[config.mk]
export PLATFORM = sky130hd
export DESIGN_NAME = mul_div_unit
export DESIGN_NICKNAME = d
export VERILOG_FILES = /design/src/rtl/mul_div_unit.sv
export SDC_FILE = /design/constraint.sdc
export NUM_CORES = 1
export LEC_CHECK = 0
export ABC_CLOCK_PERIOD_IN_PS = 7280
export CORE_MARGIN = 4
export CORE_UTILIZATION = 50
export DETAILED_ROUTE_END_ITERATION = 8
export PLACE_DENSITY = 0.71
export SLEW_MARGIN = 10
export SYNTH_ARGS = -nofsm -noshare
export SYNTH_HDL_FRONTEND = slang
export SYNTH_SLANG_ARGS = --single-unit
[constraint.sdc]
create_clock -name clk -period 7.28 [get_ports clk]
set_input_delay 1.092 -clock clk [delete_from_list [all_inputs] [get_ports clk]]
set_output_delay 1.092 -clock clk [all_outputs]
set_load 0.02 [all_outputs]
[src/rtl/mul_div_unit.sv]
// Iterative unsigned multiply/divide unit: shift-add MUL/MULHU and restoring
// DIVU/REMU, one iteration per clock, fixed XLEN-cycle latency.
module mul_div_unit #(
  parameter int XLEN  = 32,
  parameter int CNT_W = 6
) (
  input  logic            clk,
  input  logic            reset,
  input  logic            start,
  input  logic [1:0]      op,
  input  logic [XLEN-1:0] operand_a,
  input  logic [XLEN-1:0] operand_b,
  input  logic [4:0]      dest_in,
  output logic            busy,
  output logic            done,
  output logic [XLEN-1:0] result,
  output logic [4:0]      dest_out,
  output logic            write_register_d
);

  typedef enum logic [1:0] {IDLE, BUSY, DONE} state_t;

  localparam logic [CNT_W-1:0] LAST = CNT_W'(XLEN - 1);

  state_t             state;
  logic [CNT_W-1:0]   cnt;
  logic [1:0]         op_r;
  logic [4:0]         dest_r;
  // opa: multiplicand (MUL) or dividend shifting into quotient (DIV)
  // opb: multiplier shifting right (MUL) or divisor (DIV)
  logic [XLEN-1:0]    opa;
  logic [XLEN-1:0]    opb;
  logic [2*XLEN-1:0]  acc;
  logic [XLEN-1:0]    rem;

  logic [XLEN:0]      sum;
  logic [2*XLEN-1:0]  acc_nxt;
  logic [XLEN:0]      shifted;
  logic [XLEN:0]      diff;
  logic [XLEN-1:0]    rem_nxt;
  logic [XLEN-1:0]    quo_nxt;
  logic [XLEN-1:0]    res_nxt;

  always_comb begin
    // Multiply: add multiplicand into the upper half, then shift the whole
    // product right so the next multiplier bit lines up with the upper half.
    sum     = {1'b0, acc[2*XLEN-1:XLEN]} + {1'b0, (opb[0] ? opa : '0)};
    acc_nxt = {sum, acc[XLEN-1:1]};

    // Restoring divide: the borrow of the XLEN+1 bit subtract is diff[XLEN].
    shifted = {rem, opa[XLEN-1]};
    diff    = shifted - {1'b0, opb};
    rem_nxt = diff[XLEN] ? shifted[XLEN-1:0] : diff[XLEN-1:0];
    quo_nxt = {opa[XLEN-2:0], ~diff[XLEN]};

    res_nxt = '0;
    case (op_r)
      2'b00:   res_nxt = acc_nxt[XLEN-1:0];
      2'b01:   res_nxt = acc_nxt[2*XLEN-1:XLEN];
      2'b10:   res_nxt = quo_nxt;
      default: res_nxt = rem_nxt;
    endcase
  end

  // Control state: FSM, counter and registered outputs.
  always_ff @(posedge clk) begin
    if (reset) begin
      state    <= IDLE;
      cnt      <= '0;
      busy     <= 1'b0;
      done     <= 1'b0;
      result   <= '0;
      dest_out <= '0;
    end else begin
      case (state)
        IDLE: begin
          done <= 1'b0;
          if (start) begin
            cnt   <= '0;
            busy  <= 1'b1;
            state <= BUSY;
          end
        end
        BUSY: begin
          cnt <= cnt + 1'b1;
          if (cnt == LAST) begin
            result   <= res_nxt;
            dest_out <= dest_r;
            busy     <= 1'b0;
            done     <= 1'b1;
            state    <= DONE;
          end
        end
        DONE: begin
          done  <= 1'b0;
          state <= IDLE;
        end
        default: begin
          busy  <= 1'b0;
          done  <= 1'b0;
          state <= IDLE;
        end
      endcase
    end
  end

  // Datapath registers: no reset, qualified by the control state only.
  always_ff @(posedge clk) begin
    if (state == IDLE && start) begin
      op_r   <= op;
      dest_r <= dest_in;
      opa    <= operand_a;
      opb    <= operand_b;
      acc    <= '0;
      rem    <= '0;
    end else if (state == BUSY) begin
      if (op_r[1]) begin
        opa <= quo_nxt;
        rem <= rem_nxt;
      end else begin
        acc <= acc_nxt;
        opb <= opb >> 1;
      end
    end
  end

  assign write_register_d = done;

endmodule
==> qor.csv, run 1 <==
metric,value,unit
crit path time final,4.73,ns
Floorplan Core Area,24500,um^2
clock insertion delay at the later pin of the skew report,0.54,ns
final core utilization,0.600,
# H-tree levels,1,
share of cells above drive strength 1,0.0646,
# nets final,1656,
Max transition margin,0.316,
cell count of the worst hold path,2,
Die Footprint,27800,um^2
Via-to-Cell Ratio,5.96,
global-route wire length before repair,55600,um
category of the worst setup path capture point,flip-flop,
non-filler cells in the finished layout,1857,
HPWL Detailed,24600,um
via total after detailed routing,11100,
CTS max path bufs,3,
sequential fraction of the synthesis area,0.396,
floorplan die width,167,um
number of top-level pins,114,
total of cells resized after clock tree synthesis,0,
synthesized netlist net count,1588,
cell type contributing the most total cell area after synthesis,sky130_fd_sc_hd__dfxtp_1,
number of max-capacitance violations reported,0,
count of synthesis-stage warnings from yosys,0,
category of the most critical setup path,reg -> reg,
most used standard cell by instance count after synthesis,sky130_fd_sc_hd__nand2_1,
timing-limited maximum frequency,212,MHz
required time of the worst setup path,7.72,ns
unrepaired setup endpoints after global routing,no,
"top cells by count, synth","219 x sky130_fd_sc_hd__nand2_1, 142 x sky130_fd_sc_hd__dfxtp_1, 123 x sky130_fd_sc_hd__o21ai_0",
# hold bufs at CTS,0,
final sum of negative setup slack,0,ns
Cell Rows,57,
Residual DRC,0,
number of enable-type register cells in the synthesized netlist,71,
destination of the worst register-to-register timing path,result[0],
initial antenna violation count,0,
total power density per cell area,224,nW/um^2
cell at the root of the clock tree,sky130_fd_sc_hd__clkbuf_16,
leading cell types by total area after synthesis,"sky130_fd_sc_hd__dfxtp_1 23%, sky130_fd_sc_hd__edfxtp_1 17%, sky130_fd_sc_hd__ha_1 6.6%",
clock tree sinks,213,
Die Ht,167,um
iteration-0 DRC count of the detailed router,843,
Worst VDD drop,177,uV
slew of the pin with the lowest slew margin,1.03,ns
Reg2Reg Launch Point,opb[0],
CP Data Arrival Time,5.16,ns
drt wl/cell,18.8,um
Tightest Hold Check Type,reg -> reg,
endpoint with the worst hold slack,dest_out[0],
run status,finished clean,
R2R depth,13,
Final Hold Viols,0,
summed instance area of the synthesized netlist,12600,um^2
CTS tree,done,
synthesized flop and latch total,213,
Most used DFF post-synth,sky130_fd_sc_hd__dfxtp_1,
final worst clock skew,0.0289,ns
buffers added on ports,113,
startpoint kind of the worst setup timing path,flip-flop,
"FFs w/ async S/R, synth",0,
Setup Buffers After CTS,0,
final number of setup-violating endpoints,0,
Clock Pin Slew Worst Setup and Hold Paths,0.06,ns
reg2reg setup slack,2.55,ns
number of buffers added by the clock tree synthesis step,25,
origin of the worst setup path,opb[0],
final wirelength,34800,um
post-route ant nets,0,
final critical-path share of the clock period,0.649,
global-route usage over all layers,0.241,
initial core utilization,0.513,
overflow left after global routing,0,
number of unique standard cell types used by synthesis,74,
maximum number of pins on one net before global-route repair,107,
weighted congestion reported at the end of routability-driven placement,0.905,
standby leakage power,0.00613,uW
vias in the first global route,10400,
per-instance average area after synthesis,8.70,um^2
number of max-slew violations in the final report,0,
count of antenna diodes in the layout,0,
1st-pass router iterations,7,
layout-stage area growth over the synthesis result,17.0,%
number of cells in the design after placement,1811,
hold path startpoint,dest_out[0],
number of instances in the synthesized netlist,1446,
Crit Path Max Fanout,42,
area share of the largest cell type after synthesis,0.226,
[layer usage]
| layer | up-vias | track usage | share of wire |
|---|---|---|---|
| li1 | 5456 | - | - |
| met1 | 5200 | 0.346 | 0.46 |
| met2 | 352 | 0.379 | 0.44 |
| met3 | 58 | 0.0351 | 0.066 |
| met4 | 0 | 0.0740 | 0.031 |
| met5 | - | 0 | 0 |
[layout by cell type, fill, tap and decap left out, types with 6 or more instances in the layout]
| cell | n |
|---|---|
| sky130_fd_sc_hd__a211oi_1 | 30 |
| sky130_fd_sc_hd__a21o_1 | 34 |
| sky130_fd_sc_hd__a21oi_1 | 109 |
| sky130_fd_sc_hd__a22o_1 | 61 |
| sky130_fd_sc_hd__a22oi_1 | 11 |
| sky130_fd_sc_hd__a31oi_1 | 11 |
| sky130_fd_sc_hd__and2_1 | 39 |
| sky130_fd_sc_hd__and3_1 | 29 |
| sky130_fd_sc_hd__buf_4 | 13 |
| sky130_fd_sc_hd__clkbuf_16 | 26 |
| sky130_fd_sc_hd__clkdlybuf4s50_1 | 113 |
| sky130_fd_sc_hd__dfxtp_1 | 142 |
| sky130_fd_sc_hd__edfxtp_1 | 71 |
| sky130_fd_sc_hd__ha_1 | 66 |
| sky130_fd_sc_hd__inv_1 | 59 |
| sky130_fd_sc_hd__mux2_2 | 26 |
| sky130_fd_sc_hd__mux2i_1 | 7 |
| sky130_fd_sc_hd__nand2_1 | 219 |
| sky130_fd_sc_hd__nand2b_1 | 7 |
| sky130_fd_sc_hd__nand3_1 | 24 |
| sky130_fd_sc_hd__nand4_1 | 14 |
| sky130_fd_sc_hd__nor2_1 | 60 |
| sky130_fd_sc_hd__nor2b_1 | 16 |
| sky130_fd_sc_hd__nor3_1 | 15 |
| sky130_fd_sc_hd__o211ai_1 | 10 |
| sky130_fd_sc_hd__o21a_1 | 6 |
| sky130_fd_sc_hd__o21ai_0 | 123 |
| sky130_fd_sc_hd__o21bai_1 | 10 |
| sky130_fd_sc_hd__o221ai_1 | 15 |
| sky130_fd_sc_hd__o31ai_1 | 9 |
| sky130_fd_sc_hd__or3_1 | 9 |
| sky130_fd_sc_hd__xnor2_1 | 27 |
| sky130_fd_sc_hd__xor2_1 | 22 |
[power breakdown]
group,leakage [uW],switching [uW],total [uW],internal [uW]
registers,0.00185,54.9,1380,1320
logic,0.00387,407,669,262
clock network,0.000417,509,1250,743
[flip-flops by register name, indices dropped and copies added, names as in the netlist]
| name | cells |
|---|---|
| op_r | 2 |
| rem | 32 |
| dest_out | 5 |
| busy | 1 |
| opa | 32 |
| cnt | 6 |
| acc | 63 |
| dest_r | 5 |
| done | 1 |
| opb | 32 |
| state | 2 |
| result | 32 |
[metrics by stage]
stage / cell area (um^2) / total power [uW] / hold WS (ns) / worst slack (ns)
after floorplan: 12600 / 1860 / 0.432 / 4.05
after global placement: 13900 / 2050 / 0.441 / 2.72
after detailed placement: 13900 / 2060 / 0.441 / 2.60
after CTS: 14700 / 3310 / 0.455 / 2.59
after global routing: 14700 / 3450 / 0.492 / 2.28
final: 14700 / 3300 / 0.458 / 2.55
[how the worst max path moves through the flow]
stage,endpoint,slack (ns)
finish,result[0],2.55
global route,result[0],2.28
CTS,result[0],2.59
detailed placement,result[0],2.60
global placement,result[0],2.72
floorplan,result[28],4.05
[final cells by class]
type | instances | area [um^2]
fillers | 2184 | 9820
multi-input cells | 1088 | 7040
flip-flops and latches | 213 | 4970
repair buffers | 126 | 1230
clock buffers | 35 | 734
well taps | 324 | 405
inverters | 60 | 226
clock inverters | 11 | 97.6
[cells by family (layout without fill, tap and decap cells)]
logic type      Yosys count  after routing  share of synthesized area
simple gates            446            446                      0.163
xor+xnor                 49             49                     0.0341
buf+inv                 145            232                     0.0457
mux                      35             35                     0.0311
fa+ha+maj                68             68                     0.0689
compound gates          490            490                      0.261
flops                   213            213                      0.396
[worst max-delay path, cell delays in order (launching register included)]
cell                        delay (ns)
sky130_fd_sc_hd__edfxtp_1         1.00
sky130_fd_sc_hd__ha_1             0.32
sky130_fd_sc_hd__inv_1            0.06
sky130_fd_sc_hd__fa_1             0.44
sky130_fd_sc_hd__a211oi_2         0.28
sky130_fd_sc_hd__o21ai_2          0.12
sky130_fd_sc_hd__o2111a_1         0.32
sky130_fd_sc_hd__o2111ai_1        0.31
sky130_fd_sc_hd__o211ai_2         0.19
sky130_fd_sc_hd__mux2i_2          0.20
sky130_fd_sc_hd__buf_4            0.31
sky130_fd_sc_hd__nand2_4          0.33
sky130_fd_sc_hd__a311o_1          0.49
sky130_fd_sc_hd__a311oi_2         0.23
Note: power is estimated with default switching activity, not from simulation.
==> inputs of run 2 (changes only) <==
--- a/config.mk
+++ b/config.mk
@@ -5,11 +5,11 @@
 export SDC_FILE = /design/constraint.sdc
 export NUM_CORES = 1
 export LEC_CHECK = 0
-export ABC_CLOCK_PERIOD_IN_PS = 7280
+export ABC_CLOCK_PERIOD_IN_PS = 4100
 export CORE_MARGIN = 4
 export CORE_UTILIZATION = 50
 export DETAILED_ROUTE_END_ITERATION = 8
-export PLACE_DENSITY = 0.71
+export PLACE_DENSITY = 0.74
 export SLEW_MARGIN = 10
 export SYNTH_ARGS = -nofsm -noshare
 export SYNTH_HDL_FRONTEND = slang
==> constraint.sdc (replaced) <==
create_clock -name clk -period 4.1 [get_ports clk]
set_input_delay 0.615 -clock clk [delete_from_list [all_inputs] [get_ports clk]]
set_output_delay 0.615 -clock clk [all_outputs]
set_load 0.02 [all_outputs]
==> run 2 against run 1 <==
Compared with the run above: hold slack worse by 0.0051 ns; maximum frequency grew 23%; clock skew is 0.010 ns lower; die area unchanged; core utilization about the same; combinational power is 82% higher; worst setup slack lost 2.3 ns; via count rose by 0.37%; largest cell class unchanged.
==> qor.csv, run 2 (synthesis gave the netlist of run 1 again) <==
metric,value,unit
standby leakage power,0.00614,uW
buffers added on ports,113,
share of cells above drive strength 1,0.0669,
clock tree sinks,213,
vias in the first global route,10300,
timing-limited maximum frequency,260,MHz
global-route usage over all layers,0.245,
run status,finished clean,
maximum number of pins on one net before global-route repair,82,
Largest register FFs,63,
Residual DRC,0,
number of max-slew violations in the final report,0,
final sum of negative setup slack,0,ns
initial core utilization,0.513,
Cell Rows,57,
Final Hold Viols,0,
count of antenna diodes in the layout,0,
clock insertion delay at the later pin of the skew report,0.53,ns
number of max-capacitance violations reported,0,
final critical-path share of the clock period,0.939,
Clock Pin Slew Worst Setup and Hold Paths,0.06,ns
CTS max path bufs,3,
worst setup margin,0.249,ns
drt wl/cell,19.1,um
most common library cell in the layout ignoring fill and taps,sky130_fd_sc_hd__nand2_1,
non-filler cells in the finished layout,1864,
final number of setup-violating endpoints,0,
layout-stage area growth over the synthesis result,17.0,%
Die Ht,167,um
final wirelength,35600,um
number of top-level pins,114,
CP Data Arrival Time,4.27,ns
post-route ant nets,0,
required time of the worst setup path,4.52,ns
cell at the root of the clock tree,sky130_fd_sc_hd__clkbuf_16,
CTS tree,done,
Die Footprint,27800,um^2
initial antenna violation count,0,
number of buffers added by the clock tree synthesis step,25,
HPWL Detailed,25800,um
Crit Path Max Fanout,22,
category of the most critical setup path,reg -> reg,
# nets final,1663,
hold path startpoint,dest_out[3],
overflow left after global routing,0,
slew of the pin with the lowest slew margin,0.988,ns
final worst clock skew,0.0188,ns
Tightest Hold Check Type,reg -> reg,
global-route wire length before repair,56200,um
crit path time final,3.85,ns
iteration-0 DRC count of the detailed router,857,
category of the worst setup path capture point,flip-flop,
Placement Setup Slack,0.294,ns
Max transition margin,0.339,
# H-tree levels,1,
Reg2Reg Launch Point,opa[31],
"leading cell types in the layout, fill and taps excluded","219 x sky130_fd_sc_hd__nand2_1, 142 x sky130_fd_sc_hd__dfxtp_1, 123 x sky130_fd_sc_hd__o21ai_0",
Worst VDD drop,324,uV
Via-to-Cell Ratio,5.96,
Floorplan Core Area,24500,um^2
floorplan die width,167,um
origin of the worst setup path,opa[31],
worst hold margin,0.453,ns
1st-pass router iterations,6,
number of cells in the design after placement,1818,
final core utilization,0.600,
total power density per cell area,393,nW/um^2
total of cells resized after clock tree synthesis,0,
# hold bufs at CTS,0,
register with the highest flop count,acc,
unrepaired setup endpoints after global routing,no,
weighted congestion reported at the end of routability-driven placement,0.941,
via total after detailed routing,11100,
Setup Buffers After CTS,0,
startpoint kind of the worst setup timing path,flip-flop,
## run 2: cell types whose count changed in the layout (fill, tap and decap cells not counted), sizes merged
cell      delta
buf          +7
bufinv       -1
clkbuf       +2
clkinv       -2
clkinvlp     +1
## run 2: final cells by class
cell class	count	area [um^2]
clock inverter	9	55.1
sequential	213	4970
inverter	60	226
tap	324	405
timing repair buffer	133	1280
multi-input combinational	1088	7040
fill	2174	9820
clock buffer	37	732
## run 2: final timing paths
kind                               endpoint  depth (start not counted)  slack (ns)
worst max-delay path             result[14]                         14        0.25
worst min-delay path            dest_out[3]                          2        0.45
worst max register to register   result[14]                         14        0.25
worst min register to register  dest_out[3]                          2        0.45
## run 2: layer usage
| layer | vias to the layer above | track usage | share of wire |
|---|---|---|---|
| met2 | 378 | 0.385 | 0.45 |
| met1 | 5215 | 0.352 | 0.46 |
| met5 | - | 0 | 0 |
| met3 | 57 | 0.0417 | 0.068 |
| li1 | 5457 | - | - |
| met4 | 0 | 0.0626 | 0.026 |
## run 2: stage by stage
step                power, uW  area [um^2]
detailed placement       3670        13900
finish                   5790        14700
global placement         3650        13900
floorplan                3300        12600
global route             6040        14700
CTS                      5800        14700
## run 2: critical path: stages, from the launching register on
cell and delay (ns):
sky130_fd_sc_hd__edfxtp_1 0.44, sky130_fd_sc_hd__inv_1 0.09, sky130_fd_sc_hd__ha_1 0.18, sky130_fd_sc_hd__inv_1 0.06, sky130_fd_sc_hd__fa_1 0.43, sky130_fd_sc_hd__a211oi_2 0.27, sky130_fd_sc_hd__o21ai_2 0.12, sky130_fd_sc_hd__o2111a_1 0.31
sky130_fd_sc_hd__o2111ai_1 0.28, sky130_fd_sc_hd__o211ai_2 0.19, sky130_fd_sc_hd__mux2i_2 0.41, sky130_fd_sc_hd__nand2_4 0.24, sky130_fd_sc_hd__buf_4 0.31, sky130_fd_sc_hd__a211oi_1 0.28, sky130_fd_sc_hd__o21ai_0 0.13
## run 2: where the power goes
part	internal, uW	total [uW]	switching, uW
clock	1240	2140	897
sequential	2350	2440	89.3
combinational	469	1220	747
==> variant 1: new RTL, flow settings as in run 1 <==
Re-encode `state_t` (3 states) as one-hot, 3 bits wide.
--- a/src/rtl/mul_div_unit.sv
+++ b/src/rtl/mul_div_unit.sv
@@ -20,3 +20,3 @@
 
-  typedef enum logic [1:0] {IDLE, BUSY, DONE} state_t;
+  typedef enum logic [2:0] {IDLE = 3'b001, BUSY = 3'b010, DONE = 3'b100} state_t;
 
Check against the original RTL: same outputs for any inputs over 10 cycles, from zero or initial values and one cycle with reset high; not proved beyond that.
==> variant 1 against run 1 <==
Critical path depth did not move; routed wire length fell by 1.3%; sequential cell count rose by 1; via count fell by 3.3%; final area fell by 1.9%; non-clock buffer count rose by 1; total power fell by 10%; worst setup slack got worse by 0.35 ns; area after synthesis fell by 2.4%; combinational power fell by 38%; critical endpoint is now result[25]; highest routed layer unchanged.
==> variant 1: results (changes against run 1) <==
Outcome
  – Status: finished, final reports clean (unchanged)

Critical path
  – Slowest CP cell: xor2_1 (was edfxtp_1)
  – Reg2Reg Setup Slack: 2.21 ns (was 2.55 ns)
  – CP endpoint: result[25] (was result[0])

Finish
  – Fill cells: 2158 (was 2184)
  – Seq. cell area: 0.00499 mm2 (was 0.00497 mm2)
  – Clock-cell share: 0.0545 (was 0.0566)
  – Area taken by multi-input logic gates: 0.00680 mm2 (was 0.00704 mm2)
  – Fraction of layout cells with a size suffix above 1: 0.0530 (was 0.0646)
  – # clk buffers: 32 (was 35)
  – Buffer share of cell area: 0.0857 (was 0.0835)

Power and ir drop
  – Sw Share: 0.265 (was 0.294)
  – Sequential Power: 1.33 mW (was 1.38 mW)
  – Clock-net power: 1.22 mW
  – Worst VDD drop: 0.151 mV (was 0.177 mV)
  – Leakage Power: 5.96 nW (was 6.13 nW)

Timing
  – Achievable Freq: 197 MHz (was 212 MHz)

CTS
  – Clk Latency, worst-skew pair: 0.52 ns (was 0.54 ns)
  – TritonCTS buffer count: 24 (was 25)

Global route
  – First-pass GRT wire length: 54100 um (was 55600 um)
  – Pin count of the biggest net entering global routing: 72 (was 107)
  – GRT Overall Usage: 0.249 (was 0.241)
  – Vias in the first global route: 10100 (was 10400)

Detailed routing
  – Pre-antenna DRT Iters: 5 (was 7)
  – Detailed Route Iter0 Violations: 987 (was 843)
  – Vias: 10700 (was 11100)
  – WL final: 34400 um (was 34800 um)

Logic synthesis
  – Mux cell area share after synthesis: 0.0488 (was 0.0311)
  – Most area-consuming cells after synthesis: dfxtp_1, edfxtp_1, nand2_1, ha_1, o21ai_0 (was dfxtp_1, edfxtp_1, ha_1, nand2_1, o21ai_0)
  – Synth Area in Compound Gates: 0.229 (was 0.261)
  – Fraction of synthesized cell area in xor and xnor cells: 0.0398 (was 0.0341)
  – Seq/Total Area, Yosys: 0.407 (was 0.396)

Placed design
  – HPWL Detailed: 24500 um (was 24600 um)
  – Gpl congestion: 0.983 (was 0.905)

Worst hold path
  – Hold path endpoint: dest_out[2] (was dest_out[0])
-- variant 1: cell types whose count changed after synthesis, sizes merged, moves of 10 or more --
cell / delta
nand2: +24
nor2: +16
mux2i: +35
and3: -21
a21oi: -10
mux2: -12
o221ai: -10
a211o: +11
a211oi: -14
a21o: -10
-- variant 1: per-stage QoR --
| step | hold slack [ns] | utilization | total power [mW] | instances | area, um2 |
|---|---|---|---|---|---|
| finish | 0.452 | 0.595 | 2.96 | 1833 | 14400 |
| global route | 0.478 | 0.595 | 3.08 | 1833 | 14400 |
| CTS | 0.454 | 0.595 | 2.98 | 1833 | 14400 |
| detailed placement | 0.446 | 0.562 | 1.76 | 1789 | 13600 |
| global placement | 0.442 | 0.562 | 1.76 | 1789 | 13600 |
| floorplan | 0.432 | - | 1.62 | 1418 | 12300 |
-- variant 1: metal layers --
metal,wire length (um),track usage,vias to the layer above
met3,2770,0.0397,51
met1,16400,0.381,5050
met2,14400,0.366,391
met4,776,0.0639,0
met5,0,0,-
li1,-,-,5214
==> variant 2: new RTL, config.mk and constraints of run 1 <==
Made on the original files. Set the parameter `CNT_W` to 3 (it was 6).
--- a/src/rtl/mul_div_unit.sv
+++ b/src/rtl/mul_div_unit.sv
@@ -4,3 +4,3 @@
   parameter int XLEN  = 32,
-  parameter int CNT_W = 6
+  parameter int CNT_W = 3
 ) (
Function: changed (Yosys sat finds a counterexample within 10 cycles, from zero or initial values and one cycle with reset high).
==> variant 2 against run 1 <==
Non-clock buffer count is 3 higher; total power is 1.1% lower; die area is 4.0% lower; final area is 2.7% lower; via count is 7.7% lower; area after synthesis is 4.2% lower; sequential cell count is 3 lower; critical path depth is 2 higher; utilization is 0.66 points higher; global-route usage is 0.59 points lower; worst setup slack better by 0.60 ns; maximum frequency is 15% higher; sequential power is 3% lower; routed wire length is 7.9% lower; critical path type unchanged; largest power group unchanged.
==> variant 2: results (changes against run 1) <==
CTS
  – Clock buffer depth: 3 (unchanged)
  – Post-CTS setup buffer count: 0 (unchanged)
  – TritonCTS buffer count: 24 (was 25)
  – Root Buffer: clkbuf_16 (unchanged)
  – PostCTS Resize Cnt: 0 (unchanged)
  – Clk Latency, worst-skew pair: 0.52 ns (was 0.54 ns)

Timing
  – Final clock skew: 0.00791 ns (was 0.0289 ns)
  – Worst-Margin Slew: 0.969 ns (was 1.03 ns)

Global route
  – First-pass GRT wire length: 51300 um (was 55600 um)
  – Vias in the first global route: 9732 (was 10400)
  – Antenna violations before repair: 0 (unchanged)
  – GRT Overall Usage: 0.235 (was 0.241)
  – Pin count of the biggest net entering global routing: 65 (was 107)

Detailed routing
  – DR WL met3: 2320 um (was 2310 um)
  – Met1 wire length: 15500 um (was 16000 um)
  – Top layer in use: met4 (unchanged)
  – Routed wire length per instance: 18.0 um (was 18.8 um)
  – Vias: 10200 (was 11100)
  – DRC viols: 0 (unchanged)
  – Detailed Route Iter0 Violations: 1044 (was 843)
  – Met2 wire length: 13700 um (was 15500 um)
  – Pre-antenna DRT Iters: 5 (was 7)

Critical path
  – Worst-path fanout max: 43 (was 42)
  – FF-to-FF path depth: 15 (was 13)
  – Worst reg2reg endpoint: result[4] (was result[0])
  – CP arrival: 4.51 ns (was 5.16 ns)
  – Critical Path Max Stage Delay: 0.51 ns (was 1.00 ns)
  – Slowest CP cell: buf_4 (was edfxtp_1)

Logic synthesis
  – Most area-consuming cells after synthesis: dfxtp_1, edfxtp_1, nand2_1, ha_1, o21ai_0 (was dfxtp_1, edfxtp_1, ha_1, nand2_1, o21ai_0)
  – Post-synth EDFFs: 71 (unchanged)
  – Post-synth cell types: 75 (was 74)
  – Mapped Nets: 1511 (was 1588)
  – Top post-synthesis cells by count: nand2_1, dfxtp_1, o21ai_0 (unchanged)
  – Seq/Total Area, Yosys: 0.408 (was 0.396)
  – Prevailing post-synth register cell: dfxtp_1 (unchanged)

Outcome
  – Status: finished, final reports clean (unchanged)

Worst hold path
  – Hold path endpoint: acc[63] (was dest_out[0])
  – Hold wc startpoint: acc[63] (was dest_out[0])
  – Min-Delay Path Depth: 2 (unchanged)
  – HP Class: register to register (unchanged)

Finish
  – Nets: 1591 (was 1656)
  – Register with the most flip-flops: acc (unchanged)
  – Fraction of layout cells with a size suffix above 1: 0.0614 (was 0.0646)

Power and ir drop
  – Worst VDD drop: 0.141 mV (was 0.177 mV)
  – Leakage Power: 5.74 nW (was 6.13 nW)

Placed design
  – Gpl congestion: 0.905 (about the same)
  – HPWL Detailed: 22600 um (was 24600 um)
  – Pre-CTS setup slack: 3.19 ns (was 2.60 ns)
variant 2: routing by layer:
layer | track usage | vias up
li1 | - | 5090
met1 | 0.360 | 4763
met2 | 0.354 | 324
met3 | 0.0338 | 41
met4 | 0.0518 | 0
met5 | 0 | -
variant 2: power breakdown:
part	total, mW	switching, mW	internal [mW]	leakage (nW)
clock network	1.34	0.505	0.839	0.450
registers	1.34	0.0400	1.30	1.82
logic	0.578	0.353	0.225	3.47
variant 2: per-stage QoR:
| step | utilization | cell area [um2] | cells | hold WS, ns | total power [mW] |
|---|---|---|---|---|---|
| global route | 0.606 | 14300 | 1785 | 0.489 | 3.40 |
| global placement | 0.568 | 13400 | 1741 | 0.432 | 1.93 |
| floorplan | - | 12000 | 1368 | 0.422 | 1.76 |
| detailed placement | 0.568 | 13400 | 1741 | 0.445 | 1.93 |
| CTS | 0.606 | 14300 | 1785 | 0.456 | 3.28 |
| finish | 0.606 | 14300 | 1785 | 0.455 | 3.26 |
variant 2: logic make-up after synthesis:
family	share of synthesized area
mux	0.0520
buf+inv	0.0394
flops	0.408
simple gates	0.157
xor+xnor	0.0415
compound gates	0.230
fa+ha+maj	0.0729
variant 2: final cells by class:
class / instances / area, um2
fillers: 2069 / 9300
multi-input cells: 1038 / 6670
flip-flops and latches: 210 / 4910
repair buffers: 129 / 1250
clock buffers: 32 / 756
well taps: 319 / 399
inverters: 45 / 170
clock inverters: 12 / 151
variant 2: worst max path at each step:
stage	endpoint	slack, ns	depth (start not counted)
floorplan	result[29]	3.99	14
global placement	result[30]	3.29	15
detailed placement	result[30]	3.19	15
CTS	result[4]	3.15	15
global route	result[13]	2.86	15
finish	result[4]	3.16	15
variant 2: worst max-delay path: cells and delay by family (launching register included):
| kind | cells | cell delay (ns) |
|---|---|---|
| xor+xnor | 1 | 0.13 |
| compound gates | 5 | 1.25 |
| mux | 1 | 0.30 |
| buf+inv | 3 | 0.88 |
| fa+ha+maj | 2 | 0.64 |
| flops | 1 | 0.33 |
| simple gates | 3 | 0.42 |
